$ cat config.mk
export PLATFORM = sky130hd
export DESIGN_NAME = instruction_fetch_unit
export DESIGN_NICKNAME = d
export VERILOG_FILES = /design/src/rtl/instruction_fetch_unit.sv
export SDC_FILE = /design/constraint.sdc
export NUM_CORES = 1
export LEC_CHECK = 0
export ABC_CLOCK_PERIOD_IN_PS = 18900
export CAP_MARGIN = 20
export CORE_MARGIN = 1.5
export CORE_UTILIZATION = 45
export CTS_CLUSTER_DIAMETER = 100
export DETAILED_ROUTE_END_ITERATION = 12
export HOLD_SLACK_MARGIN = 0.12
export PLACE_DENSITY = 0.76
export RECOVER_POWER = 50
export SLEW_MARGIN = 20
export SYNTH_ARGS = -nofsm -noshare
export SYNTH_HDL_FRONTEND = slang
export SYNTH_SLANG_ARGS = --single-unit
$ cat constraint.sdc
create_clock -name clk -period 18.9 [get_ports clk]
set_input_delay 1.89 -clock clk [delete_from_list [all_inputs] [get_ports clk]]
set_output_delay 1.89 -clock clk [all_outputs]
set_load 0.01 [all_outputs]
$ cat src/rtl/instruction_fetch_unit.sv
// ----------------------------------------------------------------------------
// instruction_fetch_unit
//   Fetch stage ahead of decode. Owns the fetch PC, presents it to the
//   instruction memory, captures the combinational instruction word into a
//   small FIFO and hands {instr, pc} to decode over valid/ready. A redirect
//   from decode/execute reloads the fetch PC and flushes buffered fetches.
//
// Ports
//   clk            in   system clock, all state on the rising edge
//   rst_n          in   asynchronous active-low reset
//   inst_addr      out  instruction memory address (= fetch PC, registered)
//   instr          in   instruction word read combinationally from inst_addr
//   redirect_valid in   load redirect_pc into the fetch PC, flush the buffer
//   redirect_pc    in   redirect target; bits [1:0] are ignored
//   out_valid      out  out_instr/out_pc hold a valid entry
//   out_ready      in   decode accepts the entry this cycle
//   out_instr      out  head-of-FIFO instruction (0 when empty)
//   out_pc         out  PC of out_instr (0 when empty)
//   fetch_count    out  number of delivered instructions, wraps at 2^32
//
// Handshake: an entry transfers on a rising edge where out_valid && out_ready.
// While out_valid is high and out_ready low, out_* hold steady; out_valid
// only drops after a transfer or because of a redirect.
// ----------------------------------------------------------------------------
module instruction_fetch_unit #(
    parameter int                    ADDR_WIDTH  = 32,
    parameter int                    INSTR_WIDTH = 32,
    parameter logic [ADDR_WIDTH-1:0] RESET_PC    = '0,
    parameter int                    FIFO_DEPTH  = 2
) (
    input  logic                   clk,
    input  logic                   rst_n,
    output logic [ADDR_WIDTH-1:0]  inst_addr,
    input  logic [INSTR_WIDTH-1:0] instr,
    input  logic                   redirect_valid,
    input  logic [ADDR_WIDTH-1:0]  redirect_pc,
    output logic                   out_valid,
    input  logic                   out_ready,
    output logic [INSTR_WIDTH-1:0] out_instr,
    output logic [ADDR_WIDTH-1:0]  out_pc,
    output logic [31:0]            fetch_count
);

    localparam int PTR_W = $clog2(FIFO_DEPTH);

    // Pointers carry one extra wrap bit so full and empty are distinguishable.
    logic [PTR_W:0]           r_wr_ptr;
    logic [PTR_W:0]           r_rd_ptr;
    logic [ADDR_WIDTH-1:0]    r_fetch_pc;
    logic [31:0]              r_fetch_count;
    logic [INSTR_WIDTH-1:0]   r_buf_instr [FIFO_DEPTH];
    logic [ADDR_WIDTH-1:0]    r_buf_pc    [FIFO_DEPTH];

    logic                     w_empty;
    logic                     w_full;
    logic                     w_pop;
    logic                     w_push;
    logic [PTR_W:0]           w_rd_ptr_next;
    logic [ADDR_WIDTH-1:0]    w_redirect_target;

    assign w_empty = (r_wr_ptr == r_rd_ptr);
    assign w_full  = (r_wr_ptr[PTR_W] != r_rd_ptr[PTR_W]) &&
                     (r_wr_ptr[PTR_W-1:0] == r_rd_ptr[PTR_W-1:0]);

    assign w_pop  = !w_empty && out_ready;
    // A pop in the same cycle frees a slot, so a full FIFO can still accept.
    assign w_push = !redirect_valid && (!w_full || w_pop);

    assign w_rd_ptr_next = r_rd_ptr + {{PTR_W{1'b0}}, w_pop};

    // Targets are word aligned; the low two bits are simply masked off.
    assign w_redirect_target = redirect_pc & ~ADDR_WIDTH'(3);

    always_ff @(posedge clk or negedge rst_n) begin
        if (!rst_n) begin
            r_wr_ptr      <= '0;
            r_rd_ptr      <= '0;
            r_fetch_pc    <= RESET_PC;
            r_fetch_count <= '0;
        end else begin
            r_rd_ptr <= w_rd_ptr_next;
            if (w_pop) begin
                r_fetch_count <= r_fetch_count + 32'd1;
            end
            if (redirect_valid) begin
                // Drop everything behind the entry (if any) that handshakes
                // this cycle by collapsing the write pointer onto the read
                // pointer; that cycle's fetch is discarded as well.
                r_wr_ptr   <= w_rd_ptr_next;
                r_fetch_pc <= w_redirect_target;
            end else if (w_push) begin
                r_wr_ptr   <= r_wr_ptr + {{PTR_W{1'b0}}, 1'b1};
                r_fetch_pc <= r_fetch_pc + ADDR_WIDTH'(4);
            end
        end
    end

    // Storage needs no reset: entries are only observed while the FIFO
    // reports them as valid.
    always_ff @(posedge clk) begin
        if (w_push) begin
            r_buf_instr[r_wr_ptr[PTR_W-1:0]] <= instr;
            r_buf_pc[r_wr_ptr[PTR_W-1:0]]    <= r_fetch_pc;
        end
    end

    assign inst_addr   = r_fetch_pc;
    assign out_valid   = !w_empty;
    assign out_instr   = w_empty ? '0 : r_buf_instr[r_rd_ptr[PTR_W-1:0]];
    assign out_pc      = w_empty ? '0 : r_buf_pc[r_rd_ptr[PTR_W-1:0]];
    assign fetch_count = r_fetch_count;

endmodule

==> qor.json, run 1 <==
{
  "result_of_the_run": {"value": "complete, but fails checks"},
  "violations": {"value": "max-capacitance violations, max-slew violations"},
  "htree_levels": {"value": 4},
  "setup-tns-final": {"value": 0, "unit": "ns"},
  "start_util": {"value": 0.456},
  "ys_types": {"value": 43},
  "pwr_density_cell": {"value": 150, "unit": "nW/um2"},
  "synth.yosys.seq_area_share": {"value": 0.660},
  "yosys.cell_count.top_type": {"value": "edfxtp_1"},
  "path_class": {"value": "flop to output pin"},
  "grt_antenna_before_repair": {"value": 1},
  "grt_setup_unrepaired": {"value": "false"},
  "synth_top_cells_by_count": {"value": "edfxtp_1, nor2_1, dfrtp_1"},
  "detail_route.wirelength": {"value": 17800, "unit": "um"},
  "grt_overall_usage": {"value": 0.194},
  "grt_max_degree": {"value": 67},
  "worst_ep_arrival_time": {"value": 5.52, "unit": "ns"},
  "ys_async_sr_fraction": {"value": 0.347},
  "firstDrtPassIters": {"value": 4},
  "setup-violations-final": {"value": 0},
  "drtIter0Drc": {"value": 249},
  "hold_path.startpoint": {"value": "fetch_count[31]"},
  "synth_top_flop_cell": {"value": "edfxtp_1"},
  "area.growth.synth_to_final": {"value": 32.7, "unit": "%"},
  "synth.largest_area_cell": {"value": "edfxtp_1"},
  "drt.antenna.violating_nets": {"value": 0},
  "ys_warn_count": {"value": 0},
  "critical_path_peak_fanout": {"value": 35},
  "number_of_hold_buffers_added_after_cts": {"value": 0},
  "grt-ovfl-total": {"value": 0},
  "dp_hpwl": {"value": 12200, "unit": "um"},
  "number_of_enable_flip_flop_cells_after_synthesis": {"value": 124},
  "io_pins": {"value": 197},
  "detailroute.via_count": {"value": 5397},
  "num_rows": {"value": 49},
  "final.fill_count": {"value": 1346},
  "clock_tree.buffer_depth": {"value": 2},
  "drive_gt1_frac": {"value": 0.0735},
  "tightest_slew": {"value": 3.58, "unit": "ns"},
  "timing.final.hold_violations": {"value": 0},
  "io_buffers": {"value": 190},
  "cts.clk_slew.worst_paths": {"value": 0.07, "unit": "ns"},
  "final_max_slew_viol_count": {"value": 166},
  "vias_per_cell": {"value": 5.16},
  "cts_buffers": {"value": 17},
  "grt_first_pass_wirelength": {"value": 27700, "unit": "um"},
  "floorplan.die.height": {"value": 138, "unit": "um"},
  "max_cap_violations": {"value": 4},
  "ctsResizeCount": {"value": 0},
  "worstSkewPairLatency": {"value": 0.43, "unit": "ns"},
  "max_vdd_drop": {"value": 0.0000937, "unit": "V"},
  "endpoint_kind": {"value": "output pin"},
  "die_area": {"value": 18900, "unit": "um2"},
  "clockRootBuffer": {"value": "clkbuf_16"},
  "gp_routability_congestion": {"value": 0.881},
  "finalPower": {"value": 1620, "unit": "uW"},
  "finClkSkew": {"value": 0.00733, "unit": "ns"},
  "achievable-frequency": {"value": 0.135, "unit": "GHz"},
  "cts.sink_count": {"value": 190},
  "leakage": {"value": 0.00419, "unit": "uW"},
  "critical_path.startpoint": {"value": "r_rd_ptr[0]"},
  "postSynthCellCount": {"value": 612},
  "rr_startpoint": {"value": "r_rd_ptr[0]"},
  "tritoncts": {"value": "yes"},
  "synth_largest_type_area_fraction": {"value": 0.457},
  "hp-class": {"value": "flop to flop"},
  "core": {"value": 17800, "unit": "um2"},
  "critPathLaunchType": {"value": "flop"},
  "design.final.nets": {"value": 874},
  "wl_per_cell": {"value": 17.1, "unit": "um"},
  "fin_crit": {"value": 7.41, "unit": "ns"},
  "synthesis.area_per_instance": {"value": 13.3, "unit": "um2"},
  "layout_worst_path_cycle_share": {"value": 0.392},
  "synthTopCellsByArea": {"value": "edfxtp_1, dfrtp_1, mux2i_1"},
  "relSlewSlack": {"value": -1.38},
  "worstPathRequired": {"value": 17.01, "unit": "ns"},
  "postCtsSetupBuffers": {"value": 0},
  "die_w": {"value": 138, "unit": "um"},
  "synth.cell_area": {"value": 8140, "unit": "um2"},
  "route.detailed.drc": {"value": 0},
  "number_of_global_route_vias_before_repair": {"value": 5314},
  "synth_seq_cells": {"value": 190}
}
## cell usage in the layout, fill, tap and decap left out, drive strengths merged
| cell type | synthesis | layout |
|---|---|---|
| nand2b | 1 | 1 |
| mux2i | 63 | 63 |
| nor3b | 1 | 1 |
| nor4 | 14 | 14 |
| conb | 1 | 4 |
| and2 | 5 | 5 |
| buf | 23 | 9 |
| o21ai | 30 | 30 |
| dfrtp | 66 | 66 |
| bufinv | 0 | 1 |
| clkdlybuf4s50 | 0 | 139 |
| o311ai | 1 | 1 |
| and4 | 5 | 5 |
| xor2 | 19 | 19 |
| ha | 3 | 3 |
| nor2 | 75 | 75 |
| edfxtp | 124 | 124 |
| nand3 | 17 | 17 |
| mux2 | 3 | 3 |
| dlygate4sd3 | 0 | 49 |
| xnor2 | 47 | 47 |
| nand2 | 55 | 55 |
| nor3 | 16 | 16 |
| and3 | 10 | 10 |
| clkbuf | 8 | 20 |
| nand4 | 12 | 12 |
| clkinvlp | 0 | 2 |
| clkinv | 0 | 6 |
| diode | 0 | 1 |
| inv | 9 | 15 |
| a21oi | 2 | 2 |
| o31ai | 1 | 1 |
| or3 | 1 | 1 |
## worst max-delay path, stage by stage (launching register included)
cell and delay (ns):
dfrtp_1 1.48, xnor2_1 0.26, and2_0 1.31, clkbuf_1 1.19, inv_1 0.24, clkdlybuf4s50_1 0.59
## flip-flops by register name (all words and copies together), names as in the netlist
name	count
fetch_count	32
r_rd_ptr	2
r_wr_ptr	2
inst_addr	30
r_buf_instr	64
r_buf_pc	60
## kinds of logic after synthesis
group / synth area share
simple gates: 0.133
buf+inv: 0.0240
other cells: 0.000461
flops: 0.660
compound gates: 0.0237
fa+ha+maj: 0.00461
mux: 0.0816
xor+xnor: 0.0728
## metrics by stage
| stage | util | worst slack, ns | std cells | hold WS, ns | cell area (um2) |
|---|---|---|---|---|---|
| final | 0.606 | 11.49 | 1046 | 0.472 | 10800 |
| after global routing | 0.606 | 10.91 | 1046 | 0.489 | 10800 |
| after CTS | 0.608 | 13.69 | 1045 | 0.491 | 10800 |
| after detailed placement | 0.575 | 14.17 | 1013 | 0.479 | 10300 |
| after global placement | 0.575 | 14.20 | 1013 | 0.478 | 10300 |
| after floorplan | - | 11.46 | 615 | 0.501 | 8150 |
## layout make-up
class	instances	area, um2	share of cell area
diodes	1	2.50	0.000232
clock buffers	17	425	0.0394
clock inverters	15	154	0.0142
inverters	9	33.8	0.00313
multi-input cells	385	2570	0.238
flip-flops and latches	190	5380	0.497
well taps	229	287	0.0265
repair buffers	200	1960	0.181
## metal layers
metal | vias to the layer above | global-route usage | wire (um)
li1 | 2554 | - | -
met5 | - | 0 | 0
met2 | 180 | 0.319 | 8600
met1 | 2636 | 0.243 | 7510
met4 | 0 | 0.0684 | 322
met3 | 27 | 0.0578 | 1410
## path summary, 6_finish.rpt
| path | depth (start not counted) | slack, ns | endpoint |
|---|---|---|---|
| worst max-delay path | 5 | 11.49 | out_valid |
| worst min-delay path | 1 | 0.47 | fetch_count[31] |
| worst max register to register | 9 | 13.37 | r_wr_ptr[1] |
| worst min register to register | 1 | 0.47 | fetch_count[31] |
| max in group asynchronous | 2 | 14.11 | inst_addr[12] |
| min in group asynchronous | 2 | 2.78 | fetch_count[19] |
## where the power goes
| group | switching (uW) | total, uW | internal (uW) |
|---|---|---|---|
| registers | 62.4 | 611 | 549 |
| logic | 322 | 659 | 337 |
| clock network | 161 | 347 | 186 |
Power figures use the tool's default switching activity.
==> inputs of run 2 (changes only) <==
--- a/config.mk
+++ b/config.mk
@@ -5,7 +5,7 @@
 export SDC_FILE = /design/constraint.sdc
 export NUM_CORES = 1
 export LEC_CHECK = 0
-export ABC_CLOCK_PERIOD_IN_PS = 18900
+export ABC_CLOCK_PERIOD_IN_PS = 7110
 export CAP_MARGIN = 20
 export CORE_MARGIN = 1.5
 export CORE_UTILIZATION = 45
==> constraint.sdc (replaced) <==
create_clock -name clk -period 7.11 [get_ports clk]
set_input_delay 0.711 -clock clk [delete_from_list [all_inputs] [get_ports clk]]
set_output_delay 0.711 -clock clk [all_outputs]
set_load 0.01 [all_outputs]
==> run 2 against run 1 <==
Net effect:
- the flow still finishes with violations (max-capacitance violations, max-slew violations)
- via count increased by 1.0%
- power grew to 2.7 times the previous value
- clock skew rose by 0.0054 ns
- final cell count barely moved
- sequential power rose to 2.7 times the previous value
- setup slack got worse by 8.9 ns
- critical path type unchanged
- critical endpoint is now out_pc[22]
- highest routed layer is now met5
==> qor.json, run 2 (same netlist as run 1, synthesis figures left out) <==
{
  "result_of_the_run": {"value": "complete, but fails checks"},
  "violations": {"value": "max-capacitance violations, max-slew violations"},
  "postCtsSetupBuffers": {"value": 0, "change": "unchanged"},
  "grt-ovfl-total": {"value": 0, "change": "unchanged"},
  "met3_routing_resource_usage_after_global_routing": {"value": 0.0559, "change": "-0.00184"},
  "relSlewSlack": {"value": -1.43, "change": "-0.0418"},
  "worstHoldEndpoint": {"value": "fetch_count[31]"},
  "tritoncts": {"value": "yes"},
  "io_pins": {"value": 197, "change": "unchanged"},
  "design.final.nets": {"value": 874, "change": "unchanged"},
  "grt_antenna_before_repair": {"value": 1, "change": "unchanged"},
  "layout_worst_path_cycle_share": {"value": 0.638},
  "timing.final.hold_violations": {"value": 0, "change": "unchanged"},
  "hp-class": {"value": "flop to flop"},
  "grt_first_pass_wirelength": {"value": 27600, "unit": "um", "change": "-0.30%"},
  "grt.met2_usage": {"value": 0.322, "change": "+0.00306"},
  "tightest_slew": {"value": 3.64, "unit": "ns", "change": "+0.0627 ns"},
  "finalCoreUtilization": {"value": 0.606, "change": "about the same"},
  "fin_crit": {"value": 4.53, "unit": "ns"},
  "hold_path_depth": {"value": 1, "change": "unchanged"},
  "worstPathRequired": {"value": 6.40, "unit": "ns", "change": "-10.61 ns"},
  "io_buffers": {"value": 190, "change": "unchanged"},
  "worst_r2r_endpoint": {"value": "inst_addr[30]"},
  "pwr_density_cell": {"value": 401, "unit": "nW/um2", "change": "+170%"},
  "vias_per_cell": {"value": 5.22, "change": "+1.1%"},
  "achievable-frequency": {"value": 0.221, "unit": "GHz"},
  "core": {"value": 17800, "unit": "um2", "change": "unchanged"},
  "drive_gt1_frac": {"value": 0.0748, "change": "+0.00123"},
  "critPathLaunchType": {"value": "flop"},
  "grt_overall_usage": {"value": 0.193, "change": "-0.000599"},
  "leakage": {"value": 0.00422, "unit": "uW", "change": "+0.62%"},
  "die_area": {"value": 18900, "unit": "um2", "change": "unchanged"},
  "detail_route.wirelength": {"value": 18200, "unit": "um", "change": "+2.2%"},
  "die_w": {"value": 138, "unit": "um", "change": "unchanged"},
  "number_of_global_route_vias_before_repair": {"value": 5339, "change": "+0.47%"},
  "endpoint_kind": {"value": "output pin"},
  "final_max_slew_viol_count": {"value": 96, "change": "-42%"},
  "path_class": {"value": "flop to output pin"},
  "layer_with_the_highest_usage": {"value": "met2"},
  "drt.antenna.violating_nets": {"value": 0, "change": "unchanged"},
  "setup-violations-final": {"value": 0, "change": "unchanged"},
  "max_vdd_drop": {"value": 0.000421, "unit": "V", "change": "+350%"},
  "wl_per_cell": {"value": 17.4, "unit": "um", "change": "+2.3%"},
  "setup-tns-final": {"value": 0, "unit": "ns", "change": "unchanged"},
  "route.detailed.drc": {"value": 0, "change": "unchanged"},
  "finClkSkew": {"value": 0.0127, "unit": "ns", "change": "+0.00538 ns"},
  "final.fill_count": {"value": 1408, "change": "+4.6%"},
  "htree_levels": {"value": 4, "change": "unchanged"},
  "firstDrtPassIters": {"value": 4, "change": "unchanged"},
  "area.growth.synth_to_final": {"value": 32.8, "unit": "%", "change": "about the same"},
  "rr_startpoint": {"value": "r_rd_ptr[0]"},
  "hold_path.startpoint": {"value": "fetch_count[31]"},
  "worst_ep_arrival_time": {"value": 3.82, "unit": "ns", "change": "-1.70 ns"},
  "clock_tree.buffer_depth": {"value": 2, "change": "unchanged"},
  "grt_setup_unrepaired": {"value": "false"},
  "num_rows": {"value": 49, "change": "unchanged"},
  "cts.clk_slew.worst_paths": {"value": 0.06, "unit": "ns", "change": "about the same"},
  "grt_max_degree": {"value": 67, "change": "unchanged"},
  "mostFrequentLayoutCells": {"value": "clkdlybuf4s50_1, edfxtp_1, nor2_1"},
  "gp_routability_congestion": {"value": 0.882, "change": "+0.14%"},
  "number_of_hold_buffers_added_after_cts": {"value": 0, "change": "unchanged"},
  "cts.sink_count": {"value": 190, "change": "unchanged"},
  "dp_hpwl": {"value": 12300, "unit": "um", "change": "+0.88%"},
  "layout_commonest_cell": {"value": "clkdlybuf4s50_1"},
  "detailroute.via_count": {"value": 5453, "change": "+1.0%"},
  "antenna-diode-count": {"value": 0, "change": "-1"},
  "critical_path_peak_fanout": {"value": 35, "change": "unchanged"},
  "floorplan.die.height": {"value": 138, "unit": "um", "change": "unchanged"},
  "worstSkewPairLatency": {"value": 0.43, "unit": "ns", "change": "about the same"},
  "max_cap_violations": {"value": 2, "change": "-2"},
  "worst_r2r_path_depth": {"value": 6, "change": "-3"},
  "cts_buffers": {"value": 17, "change": "unchanged"},
  "start_util": {"value": 0.456, "change": "unchanged"},
  "largest_reg_flops": {"value": 64, "change": "unchanged"},
  "ctsResizeCount": {"value": 0, "change": "unchanged"},
  "met1_usage": {"value": 0.240, "change": "-0.00253"},
  "clockRootBuffer": {"value": "clkbuf_16"},
  "reg2reg_slack": {"value": 3.27, "unit": "ns", "change": "-10.10 ns"},
  "drtIter0Drc": {"value": 285, "change": "+14%"}
}
==> run 2: cell types whose count changed in the layout (fill, tap and decap cells not counted), sizes merged, moves of 2 or more <==
cell | before | now
clkbuf | 20 | 22
clkdlybuf4s50 | 139 | 133
clkinv | 6 | 4
dlygate4sd3 | 49 | 55
==> run 2: worst max-delay path by stage <==
stage | start | to | depth (start not counted)
final | r_rd_ptr[0] | out_pc[22] | 5
after global routing | r_rd_ptr[0] | out_pc[22] | 5
after CTS | r_rd_ptr[0] | out_pc[22] | 5
after detailed placement | r_rd_ptr[0] | out_pc[22] | 5
after global placement | r_rd_ptr[0] | out_pc[31] | 5
after floorplan | redirect_valid | r_buf_instr[1][0] | 3
==> run 2: cell type report <==
| class | count | area (um2) | share of cell area |
|---|---|---|---|
| sequential | 190 | 5380 | 0.497 |
| tap | 229 | 287 | 0.0265 |
| inverter | 9 | 33.8 | 0.00312 |
| timing repair buffer | 200 | 1960 | 0.181 |
| clock buffer | 20 | 447 | 0.0413 |
| multi-input combinational | 385 | 2560 | 0.237 |
| clock inverter | 12 | 148 | 0.0137 |
==> run 2: metrics by stage <==
stage	power [uW]	instance area (um2)	hold slack, ns	worst slack, ns	instances
after detailed placement	3450	10300	0.481	3.54	1013
after global routing	4580	10800	0.487	2.35	1045
after floorplan	2530	8150	0.415	0.846	615
after CTS	4410	10900	0.490	3.08	1045
after global placement	3400	10300	0.478	3.64	1013
final	4340	10800	0.473	2.58	1045
==> run 2: power by group <==
part | internal (uW) | switching (uW)
clock network | 537 | 419
logic | 897 | 867
registers | 1460 | 161
total | 2890 | 1450
==> run 2: worst max-delay path, stage by stage (launching register included) <==
cell,delay (ns)
dfrtp_1,1.40
xnor2_1,0.27
and2_2,0.59
buf_4,0.47
nor2_1,0.11
clkdlybuf4s50_1,0.51
==> run 2: routing by layer <==
metal  up-vias  wire length (um)  share of wire
met4         2               255          0.014
met1      2697              7580           0.42
met2       185              8910           0.49
met5         -                13        0.00071
met3        28              1480          0.081
li1       2541                 -              -
==> RTL edit (settings of run 2) <==
Put one more register stage on the output `fetch_count`, with the module's reset. The value now appears one clock later. The other outputs are not delayed to match.
--- a/src/rtl/instruction_fetch_unit.sv
+++ b/src/rtl/instruction_fetch_unit.sv
@@ -109,5 +109,11 @@
     assign out_instr   = w_empty ? '0 : r_buf_instr[r_rd_ptr[PTR_W-1:0]];
     assign out_pc      = w_empty ? '0 : r_buf_pc[r_rd_ptr[PTR_W-1:0]];
-    assign fetch_count = r_fetch_count;
+    always_ff @(posedge clk or negedge rst_n) begin
+        if (!rst_n) begin
+            fetch_count <= '0;
+        end else begin
+            fetch_count <= r_fetch_count;
+        end
+    end
 
 endmodule
Behaviour: not the same (a bounded check fails within 4 cycles, from zero or initial values and one cycle with rst_n low).
==> RTL edit against run 2 <==
Utilization is 0.49 points higher; cell count rose by 6.3%; setup slack lost 0.084 ns; the flow still finishes with violations (capacitance limit, slew limit); sequential cell count up 32; area after synthesis up 8.4%; power is 11% higher; routed wire length is 2.7% higher; largest power group is now sequential cells; design area up 9.2%.
==> RTL edit: results (changes against run 2) <==
| Metric | Value |
|---|---|
| Status | complete, but fails checks |
| Failing checks | capacitance limit, slew limit |
| Wire length of the first global-routing pass | 29.5 mm (+6.6%) |
| Worst-Margin Slew | 1.64 ns (-2.00 ns) |
| Post-synth EDFFs | 124 (unchanged) |
| Top post-synthesis cells by count | edfxtp_1, dfrtp_1, nor2_1 |
| FILL cells | 1467 (+4.2%) |
| Share of cells above drive strength 1 | 7.33% (-0.15 points) |
| Max Root-Sink Buffers | 3 (+1) |
| # resized after CTS | 0 (unchanged) |
| Drt wl/cell | 16.9 microns (-3.4%) |
| Port bufs | 190 (unchanged) |
| Synth top area cells | edfxtp_1, dfrtp_1, mux2i_1, xnor2_1, nor2_1 |
| Antenna cells | 0 (unchanged) |
| Drt via density | 4.98 (-4.5%) |
| H-tree levels | 1 (-3) |
| Crit path DAT | 3.91 ns (+0.09 ns) |
| Cell variety after synth | 35 (-19%) |
| Number of max-cap violations | 1 (-1) |
| Peak supply drop | 252 uV (-40%) |
| Pin count of the biggest net entering global routing | 73 (+9.0%) |
| Slew Viols, Final | 29 (-70%) |
| Layout Nets | 900 (+3.0%) |
| Total GRT Usage | 18.3% (-0.95 points) |
| Total CTS buffers | 24 (+7) |
| Post-synth ARST share | 44.1% (+9.4 points) |
| Clk_lat worst skew | 0.50 ns (+0.07 ns) |
| Post-Place Cells | 1068 (+5.4%) |
| Number of global-route vias before repair | 5661 (+6.0%) |
| Synth warnings | 0 (unchanged) |
| Hold Crit Depth | 0 (-1) |
| Worst-path clk slew | 0.06 ns (about the same) |
| Reg2reg path depth | 4 (-2) |
| Grt ovf | 0 (unchanged) |
| Critical path's largest stage delay | 1.43 ns (+0.03 ns) |
| Post-Route Skew | 0.00894 ns (-0.00377 ns) |
| Antenna violations before repair | 0 (-1) |
| DPL Wire Length | 12.3 mm (+0.57%) |
| Sequential area share after synthesis | 70.0% (+3.9 points) |
| Setup Fix Bufs, Post-CTS | 0 (unchanged) |
| Post-Route WL | 18.7 mm (+2.7%) |
| Pleak | 4.69 nW (+11%) |
| Worst Path Max Fanout | 63 (+80%) |
| CTS Sinks | 222 (+17%) |
| DRT iter0 DRCs | 311 (+9.1%) |
| Routability cong. | 0.770 (-13%) |
| Slowest-stage cell, CP | dfrtp_1 |
| Hold WC Path Type | flip-flop to flip-flop |
| Synth Area per Inst | 14.0 sq um (+5.2%) |
-- RTL edit: cell count changes in the layout (fill, tap and decap cells not counted), moves of 4 or more --
cell | before | now
clkbuf_16 | 17 | 26
xnor2_1 | 46 | 54
nor4_1 | 7 | 3
nor4_2 | 5 | 9
and2_1 | 1 | 5
xor2_1 | 19 | 12
nor3_1 | 12 | 8
nor2_1 | 75 | 69
and4_1 | 5 | 9
dfrtp_1 | 66 | 98
-- RTL edit: area by class of cell --
class | count | share of cell area (%)
clock buffers | 33 | 5.81
clock inverters | 10 | 1.03
inverters | 6 | 0.191
multi-input cells | 378 | 21.4
flip-flops and latches | 222 | 52.3
well taps | 265 | 2.81
repair buffers | 197 | 16.5
-- RTL edit: power breakdown --
group	total, W	switching, W	internal, W	leakage [nW]
Combinational	0.00176	0.000873	0.000887	1.84
Clock	0.00125	0.000470	0.000781	0.397
Sequential	0.00182	0.000160	0.00166	2.45
Total	0.00483	0.00150	0.00333	4.69
-- RTL edit: layer usage --
| layer | routed length [microns] | track usage [%] | vias to the layer above |
|---|---|---|---|
| met5 | 0 | 0 | - |
| met4 | 306 | 3.80 | 0 |
| met3 | 1950 | 7.11 | 30 |
| met2 | 8800 | 30.6 | 173 |
| met1 | 7670 | 22.7 | 2704 |
| li1 | - | - | 2629 |
-- RTL edit: logic make-up (layout without fill, tap and decap cells) --
group	count (synthesis)	after routing	share of synthesized area [%]
multiplexers	65	65	7.40
other	1	4	0.0425
buffers and inverters	34	246	1.70
AO/OA/AOI/OAI	34	34	2.05
flip-flops	222	222	70.0
XOR/XNOR	66	66	6.63
AND/OR/NAND/NOR	206	206	11.8
adder cells (fa/ha/maj)	3	3	0.425
-- RTL edit: final timing paths --
kind	from	to	slack, ns
worst max-delay path	r_rd_ptr[0]	out_instr[18]	2.49
worst min-delay path	r_fetch_count[31]	fetch_count[31]	0.40
worst max register to register	r_rd_ptr[0]	r_buf_instr[1][22]	2.88
worst min register to register	r_fetch_count[31]	fetch_count[31]	0.40
max in group asynchronous	rst_n	fetch_count[5]	4.92
min in group asynchronous	rst_n	fetch_count[23]	0.56
-- RTL edit: through the flow --
stage	cell area, sq um	setup slack, ns	utilization, %
2_1_floorplan	8840	0.843	-
3_3_place_gp	11000	3.63	57.0
3_5_place_dp	11000	3.62	57.0
4_1_cts	11800	3.41	61.2
5_1_grt	11800	2.15	61.1
6_report	11800	2.49	61.1
-- RTL edit: worst max-delay path: cells and delay by family, from the launching register on --
family	cells	cell delay, ns
XOR/XNOR	1	0.52
flip-flops	1	1.43
AND/OR/NAND/NOR	2	0.33
buffers and inverters	2	1.08
